$ cat src/rtl/regfile_sb.sv
// regfile_sb: multi-read-port register file with hardwired zero register, clear sweep and pending-write scoreboard.
// Define REGFILE_BYPASS_EN to forward same-cycle write data (and mask pending) to matching read ports.

module regfile_sb_rport #(
  parameter int DATA_W   = 8,
  parameter int ADDR_W   = 5,
  parameter int ZERO_REG = 31,
  parameter bit BYPASS   = 1'b0
) (
  input  logic [ADDR_W-1:0] raddr,
  input  logic [DATA_W-1:0] mem_rd,
  input  logic              pend_rd,
  input  logic              busy,
  input  logic              we,
  input  logic [ADDR_W-1:0] waddr,
  input  logic [DATA_W-1:0] wdata,
  output logic [DATA_W-1:0] rdata,
  output logic              rpend
);
  localparam logic [ADDR_W-1:0] ZR = ADDR_W'(ZERO_REG);

  logic hit;
  assign hit = BYPASS && we && !busy && (waddr == raddr) && (waddr != ZR);

  always_comb begin
    rdata = mem_rd;
    if (raddr == ZR || busy) rdata = '0;
    else if (hit)            rdata = wdata;
  end

  // A forwarded result satisfies the reservation in the same cycle.
  assign rpend = pend_rd && !hit;
endmodule

module regfile_sb #(
  parameter int DATA_W   = 8,
  parameter int ADDR_W   = 5,
  parameter int NREAD    = 2,
  parameter int ZERO_REG = 31
) (
  input  logic                    clk,
  input  logic                    rst,
  input  logic                    we,
  input  logic [ADDR_W-1:0]       waddr,
  input  logic [DATA_W-1:0]       wdata,
  input  logic [NREAD*ADDR_W-1:0] raddr,
  output logic [NREAD*DATA_W-1:0] rdata,
  output logic [NREAD-1:0]        rpend,
  input  logic                    rsv_en,
  input  logic [ADDR_W-1:0]       rsv_addr,
  input  logic                    clr_req,
  output logic                    clr_busy,
  output logic                    clr_done
);
  localparam int DEPTH = 2**ADDR_W;
  localparam logic [ADDR_W-1:0] ZR   = ADDR_W'(ZERO_REG);
  localparam logic [ADDR_W-1:0] LAST = ADDR_W'(DEPTH-1);
`ifdef REGFILE_BYPASS_EN
  localparam bit BYPASS = 1'b1;
`else
  localparam bit BYPASS = 1'b0;
`endif

  typedef enum logic {IDLE, CLEAR} state_t;

  state_t            state_q, state_d;
  logic [ADDR_W-1:0] idx_q, idx_d;
  logic              done_q, done_d;
  logic [DATA_W-1:0] mem [DEPTH];
  logic [DEPTH-1:0]  pending;
  logic              wr_acc, rsv_acc, clr_start;

  // State register
  always_ff @(posedge clk or posedge rst) begin
    if (rst) begin
      state_q <= CLEAR;
      idx_q   <= '0;
      done_q  <= 1'b0;
    end else begin
      state_q <= state_d;
      idx_q   <= idx_d;
      done_q  <= done_d;
    end
  end

  // Next state
  always_comb begin
    state_d = state_q;
    idx_d   = idx_q;
    done_d  = 1'b0;
    case (state_q)
      CLEAR: begin
        idx_d = idx_q + 1'b1;
        if (idx_q == LAST) begin
          state_d = IDLE;
          done_d  = 1'b1;
        end
      end
      default: begin
        if (clr_req) begin
          state_d = CLEAR;
          idx_d   = '0;
        end
      end
    endcase
  end

  // Outputs
  always_comb begin
    clr_busy = (state_q == CLEAR);
    clr_done = done_q;
  end

  assign clr_start = (state_q == IDLE) && clr_req;
  assign wr_acc    = we && !clr_busy && (waddr != ZR);
  assign rsv_acc   = rsv_en && !clr_busy && (rsv_addr != ZR);

  // Storage is deliberately unreset; the sweep defines it.
  always_ff @(posedge clk) begin
    if (clr_busy)    mem[idx_q] <= '0;
    else if (wr_acc) mem[waddr] <= wdata;
  end

  // Reservation is applied after release so a same-address pair stays pending.
  always_ff @(posedge clk or posedge rst) begin
    if (rst) pending <= '0;
    else if (clr_start) pending <= '0;
    else begin
      if (wr_acc)  pending[waddr]    <= 1'b0;
      if (rsv_acc) pending[rsv_addr] <= 1'b1;
    end
  end

  for (genvar i = 0; i < NREAD; i++) begin : g_rport
    logic [ADDR_W-1:0] ra;
    assign ra = raddr[i*ADDR_W +: ADDR_W];
    regfile_sb_rport #(
      .DATA_W(DATA_W), .ADDR_W(ADDR_W), .ZERO_REG(ZERO_REG), .BYPASS(BYPASS)
    ) u_rport (
      .raddr  (ra),
      .mem_rd (mem[ra]),
      .pend_rd(pending[ra]),
      .busy   (clr_busy),
      .we     (we),
      .waddr  (waddr),
      .wdata  (wdata),
      .rdata  (rdata[i*DATA_W +: DATA_W]),
      .rpend  (rpend[i])
    );
  end
endmodule

$ cat config.mk
export PLATFORM = sky130hd
export DESIGN_NAME = regfile_sb
export DESIGN_NICKNAME = d
export VERILOG_FILES = /design/src/rtl/regfile_sb.sv
export SDC_FILE = /design/constraint.sdc
export NUM_CORES = 1
export LEC_CHECK = 0
export CORE_UTILIZATION = 35
export CTS_BUF_LIST = sky130_fd_sc_hd__clkbuf_8
export DETAILED_ROUTE_END_ITERATION = 6
export GPL_ROUTABILITY_DRIVEN = 1
export PLACE_DENSITY = 0.51
export SYNTH_ARGS = -nofsm -noshare
export SYNTH_HDL_FRONTEND = slang
export SYNTH_SLANG_ARGS = --single-unit
$ cat constraint.sdc
create_clock -name clk -period 3.92 [get_ports clk]
set_input_delay 0.98 -clock clk [delete_from_list [all_inputs] [get_ports clk]]
set_output_delay 0.98 -clock clk [all_outputs]
set_load 0.01 [all_outputs]
# ---- Yosys cells after proc, flatten, opt, wreduce, memory -nomap -nowiden
# Memories as Yosys holds them, arrays and structs flattened.
# Index checks and enable logic that the tools add are counted.
dict set report word_totals {
  ram_bits 256
  ff_bits 39
  in_bits 33
  mem_count 1
  elab_cells 62
  output_inout_bits 20
}
# name words width read_ports rd_clocked_by_memory_dff wr line
set mem_list {}
lappend mem_list {mem 32 8 2 0 1 69} ;# logic [DATA_W-1:0] mem [DEPTH];
dict set report op_classes {
  eq_ne 5
  order_cmp 6
  add_sub_neg 1
  n_mux 29
  reduce_logical 12
  bitwise 4
}
# cell count
set op_table {}
lappend op_table {{32-bit 2-to-1 mux} 4}
lappend op_table {{32-bit bitwise AND} 1}
lappend op_table {{32-bit NOT} 1}
lappend op_table {{32-bit OR} 1}
lappend op_table {{5-bit by 6-bit < comparator with 1-bit output (second input constant)} 4}
lappend op_table {{8-bit 2-to-1 mux} 3}
lappend op_table {{5-bit == test (second input constant)} 3}
lappend op_table {{1-bit 2-to-1 mux} 15}
lappend op_table {{5-bit 2-to-1 mux} 3}
lappend op_table {{1-bit binary-select mux with 5-bit select} 2}
lappend op_table {{1-bit demux with 5-bit select} 2}
lappend op_table {{5-bit by 1-bit greater-or-equal comparator with 1-bit output (second input constant)} 2}
lappend op_table {{5-bit inequality test (second input constant)} 2}
lappend op_table {{8-bit OR reduction} 1}
lappend op_table {{1-bit logical AND} 7}
lappend op_table {{5-bit by 1-bit adder with 5-bit output (second input constant)} 1}
lappend op_table {{1-bit logical OR} 2}
lappend op_table {{2-bit nonzero test} 1}
lappend op_table {{1-bit zero test} 1}
lappend op_table {{1-bit NOT} 1}

# ---- Logic depth before layout (Yosys ltp)
dict set report logic_depth {
  ltp_word 11
  depth_mapped 9
  mapped_depth_nobuf 5
}

# ---- Hierarchy
# Synthesis repeated with hierarchy kept, for this count alone.
dict set report unflattened {
  cells_unflattened 818
  area_unflattened_um2 14731.6
}
# module area_each_um2 seq_area_each_um2 cells_each instances
set by_module_without_submodules {}
lappend by_module_without_submodules {regfile_sb 14421.3 8664.6 778 1}
lappend by_module_without_submodules {regfile_sb_rport 155.1 0.0 20 2}

# ---- Worst setup path after synthesis
# No wires, ideal clock.
dict set report synth_timing {
  path_kind {input port to output port}
  startpoint {in raddr[0]}
  endpoint {out rdata[0]}
  path_stages 7
  path_slack_ns 0.541
  required_ns 2.940
  n_path_buf 3
  t_arrival_ns 2.399
  cell_sequence {buf_4 -> buf_6 -> buf_4 -> nor2_1 -> a221oi_1 -> o21ai_0 -> a221oi_1}
}
dict set report synth_via {
  elab_chain_len 3
  word_cells_on_any_way 4
  classes_between {eq/ne (1); mux (1); reduce/logical (1); memory (1)}
}
# element line
set synth_lines {}
lappend synth_lines {{from (decl)} 46} ;# input logic [NREAD*ADDR_W-1:0] raddr,
lappend synth_lines {{parallel branches: the longest is 2 deep, another holds memory 32 x 8 bit} n/a}
lappend synth_lines {{8-bit 2-to-1 mux *} 27} ;# if (raddr == ZR || busy) rdata = '0;
lappend synth_lines {{to (decl)} 47} ;# output logic [NREAD*DATA_W-1:0] rdata,
# Mark *: on every way between the ends.

# ---- Final worst setup path
dict set report layout_timing {
  startpoint {in raddr[6]}
  endpoint {out rpend[1]}
}
dict set report layout_via {
  elab_chain_len 2
}
# element line
set layout_lines {}
lappend layout_lines {{1-bit binary-select mux with 5-bit select} 142} ;# .pend_rd(pending[ra]),
lappend layout_lines {{1-bit 2-to-1 mux (implied by the code)} 142}
lappend layout_lines {{to (decl)} 48} ;# output logic [NREAD-1:0] rpend,
# No other way between the ends. The select of a mux whose other input is x is not followed.

==> metrics.txt <==
Worst-Skew Late Latency=0.59 ns; fillcell total=3726; Hold Fails Final Rpt=0; routed length per placed instance=26.25 um; P&R area growth vs syn=24.58%; DIE AREA=42860 um^2; register area share after synthesis=58.90%; worst hold path type=flop to flop; Place WS=-0.4730 ns; Async S/R FF share, synth=13.22%; Post-Synthesis Net Count=981; io pins=53; clock slew at reported path FFs=0.05 ns; root buf cell=clkbuf_8; Worst EP required=2.94 ns; Yosys cell types=59; GRT overflow=0; most frequent cells in the layout=256 x edfxtp_1, 146 x buf_4, 122 x mux2i_1; Cell Pwr Density=471.4 nW/um^2; final core utilization=44.58%; hold_sp=pending[31]; starting density of the core=35.79%; CTS sink count=295; gate count after technology mapping=946; H-tree levels=2; maximum vdd ir drop=0.1807 mV; Hold EP=pending[31]; gpl congestion=0.8498; hold path depth=1; Least-Margin Pin Slew=1.208 ns; Core ar.=41110 um^2; worst hold slack=0.5228 ns; clk_skew=0.02244 ns; Starting DRT DRC Count=952; Final ANT Viol Nets=0; reg2reg setup slack=1.39 ns; Port Buf Inserts=52; startpoint types=primary input; Slowest Stage Delay on Critical Path=0.49 ns; Slew Limit Headroom=19.48%; Die H=207.0 um; CTS tree=yes; gr usage total=21.30%; crit path kind=primary input to output pin; crit path cell chain=buf_2 -> buf_12 -> mux4_2 -> and2_1 -> a2111oi_2 -> a221oi_2 -> buf_4 -> dlygate4sd2_1; Mean Syn Cell Area=15.55 um^2; most common flop cell mapped by yosys=edfxtp_1; share of cells above drive strength 1=32.94%; placed wire-length estimate=31860 um; DR pass1 iterations=7; RR Endpoint=mem[26][5]; largest net degree at the start of global routing=40; Min Clock Period, post-route=3.856 ns; Pleak=6.808 nW; final setup margin=0.06364 ns; status=complete, but fails checks; vias in the first global route=10091; hold_buf cts=0; CP Max Fanout=8; DRC Markers=8; fin cells=1726; Setup crit end kind=output pin; Design Power=8.640 mW; area occupied by registers=8665 um^2; first-pass GRT wire length=67160 um; DP Area=16960 um^2; commonest non-fill, non-tap cell in the layout=edfxtp_1; max_cap viols=0; Slowest-stage cell, CP=mux4_2; Warnings, synthesis=0; Max Slew Vio Count=0; DR vias=9802; fin area=18330 um^2; CTS Buf Count=51; Max Fclk=259.3 MHz; final clock period utilization by the worst path=98.38%; R2R depth=4; Post-Syn Area=14710 um^2; register bit total from synthesis=295; failing checks=DRC; nets@finish=1188; WP data arrival=2.88 ns; DRT Wirelength=45310 um; TNS Setup=0 ns; count of final setup violators=0; initial antenna violation count=2; Clock Path Buffers=3; dpl cells=1618; DIE WIDTH=207.0 um; routed vias/inst=5.679; num rows=74; Post-synth EDFFs=256; Multi-input gate area=5732 um^2; Reg-to-Reg Start=clr_busy
[layout make-up]
class / count / share of cell area (%)
antenna: 1 / 0.01365
clock buffer: 58 / 4.356
clock inverter: 35 / 1.045
inverter: 9 / 0.1843
multi-input combinational: 568 / 31.27
sequential: 295 / 47.28
tap: 532 / 3.632
timing repair buffer: 228 / 12.22
[registers in the layout (all words and copies together) (netlist names)]
name	count
clr_busy	1
mem	256
pending	32
clr_done	1
idx_q	5
[layer usage]
metal / vias to the layer above / GRT usage, % / routed length, um
met1: 4992 / 28.95 / 19300
met3: 70 / 4.002 / 3188
li1: 4352 / - / -
met5: - / 0 / 0
met4: 0 / 6.305 / 1095
met2: 388 / 34.73 / 21720
[synth_stat cells (4+ instances only)]
| master | number | area, um^2 |
|---|---|---|
| and2_1 | 12 | 75.07 |
| mux4_2 | 93 | 2095 |
| nand3b_1 | 4 | 30.03 |
| nand3_1 | 8 | 40.04 |
| o22ai_1 | 18 | 112.6 |
| nor2b_1 | 9 | 56.30 |
| nor3_1 | 21 | 105.1 |
| o221ai_1 | 18 | 157.7 |
| mux2i_1 | 124 | 1241 |
| edfxtp_1 | 256 | 7687 |
| nand2_1 | 28 | 105.1 |
| o31ai_1 | 4 | 30.03 |
| nand2b_1 | 8 | 50.05 |
| a211oi_1 | 16 | 120.1 |
| o311ai_0 | 8 | 70.07 |
| a221oi_1 | 33 | 289.0 |
| o211ai_1 | 16 | 120.1 |
| or2_2 | 20 | 125.1 |
| buf_2 | 17 | 85.08 |
| buf_4 | 21 | 157.7 |
| nor2_1 | 25 | 93.84 |
| clkbuf_1 | 23 | 86.33 |
| dfrtp_1 | 38 | 950.9 |
| a21oi_1 | 24 | 120.1 |
| inv_1 | 8 | 30.03 |
| o21ai_0 | 41 | 205.2 |
| buf_6 | 8 | 90.09 |
| buf_1 | 5 | 18.77 |
[where the power goes]
group	internal, mW	switching, mW
Combinational	0.797	1.10
Sequential	3.84	0.193
Clock	1.47	1.24
[repair_timing]
item / CTS / global route
pin swaps: 1 / 0
setup buffers: 1 / 9
gates cloned: 4 / 0
endpoints found under the setup margin: 18 / 8
gates resized for setup: 57 / 12
[cells by family (layout without fill, tap and decap cells)]
group,Yosys count,after routing,synth area share [%]
AOI/OAI and AO/OA,197,197,9.492
xor gates and xnor gates,2,2,0.1191
adders and majority gates,2,2,0.1701
buffers and inverters,83,330,3.206
DFF,295,295,58.90
muxes,219,219,22.85
other,0,1,0
and+or+nand+nor,148,148,5.265
[how the worst max path moves through the flow]
| stage | from | end | slack, ns | depth (start not counted) |
|---|---|---|---|---|
| 6_report | raddr[6] | rpend[1] | 0.06 | 8 |
| 3_5_place_dp | raddr[3] | rdata[5] | -0.47 | 7 |
| 5_1_grt | raddr[7] | rdata[12] | -0.005 | 8 |
| 3_3_place_gp | raddr[3] | rdata[4] | -0.46 | 7 |
| 2_1_floorplan | raddr[0] | rdata[0] | 0.54 | 7 |
| 4_1_cts | raddr[0] | rdata[5] | 0.007 | 8 |
[critical path, delay by kind of cell]
family / cells / cell delay [ns]
buf+inv: 4 / 0.76
mux: 1 / 0.49
compound gates: 2 / 0.44
simple gates: 1 / 0.20
Power figures use the tool's default switching activity.
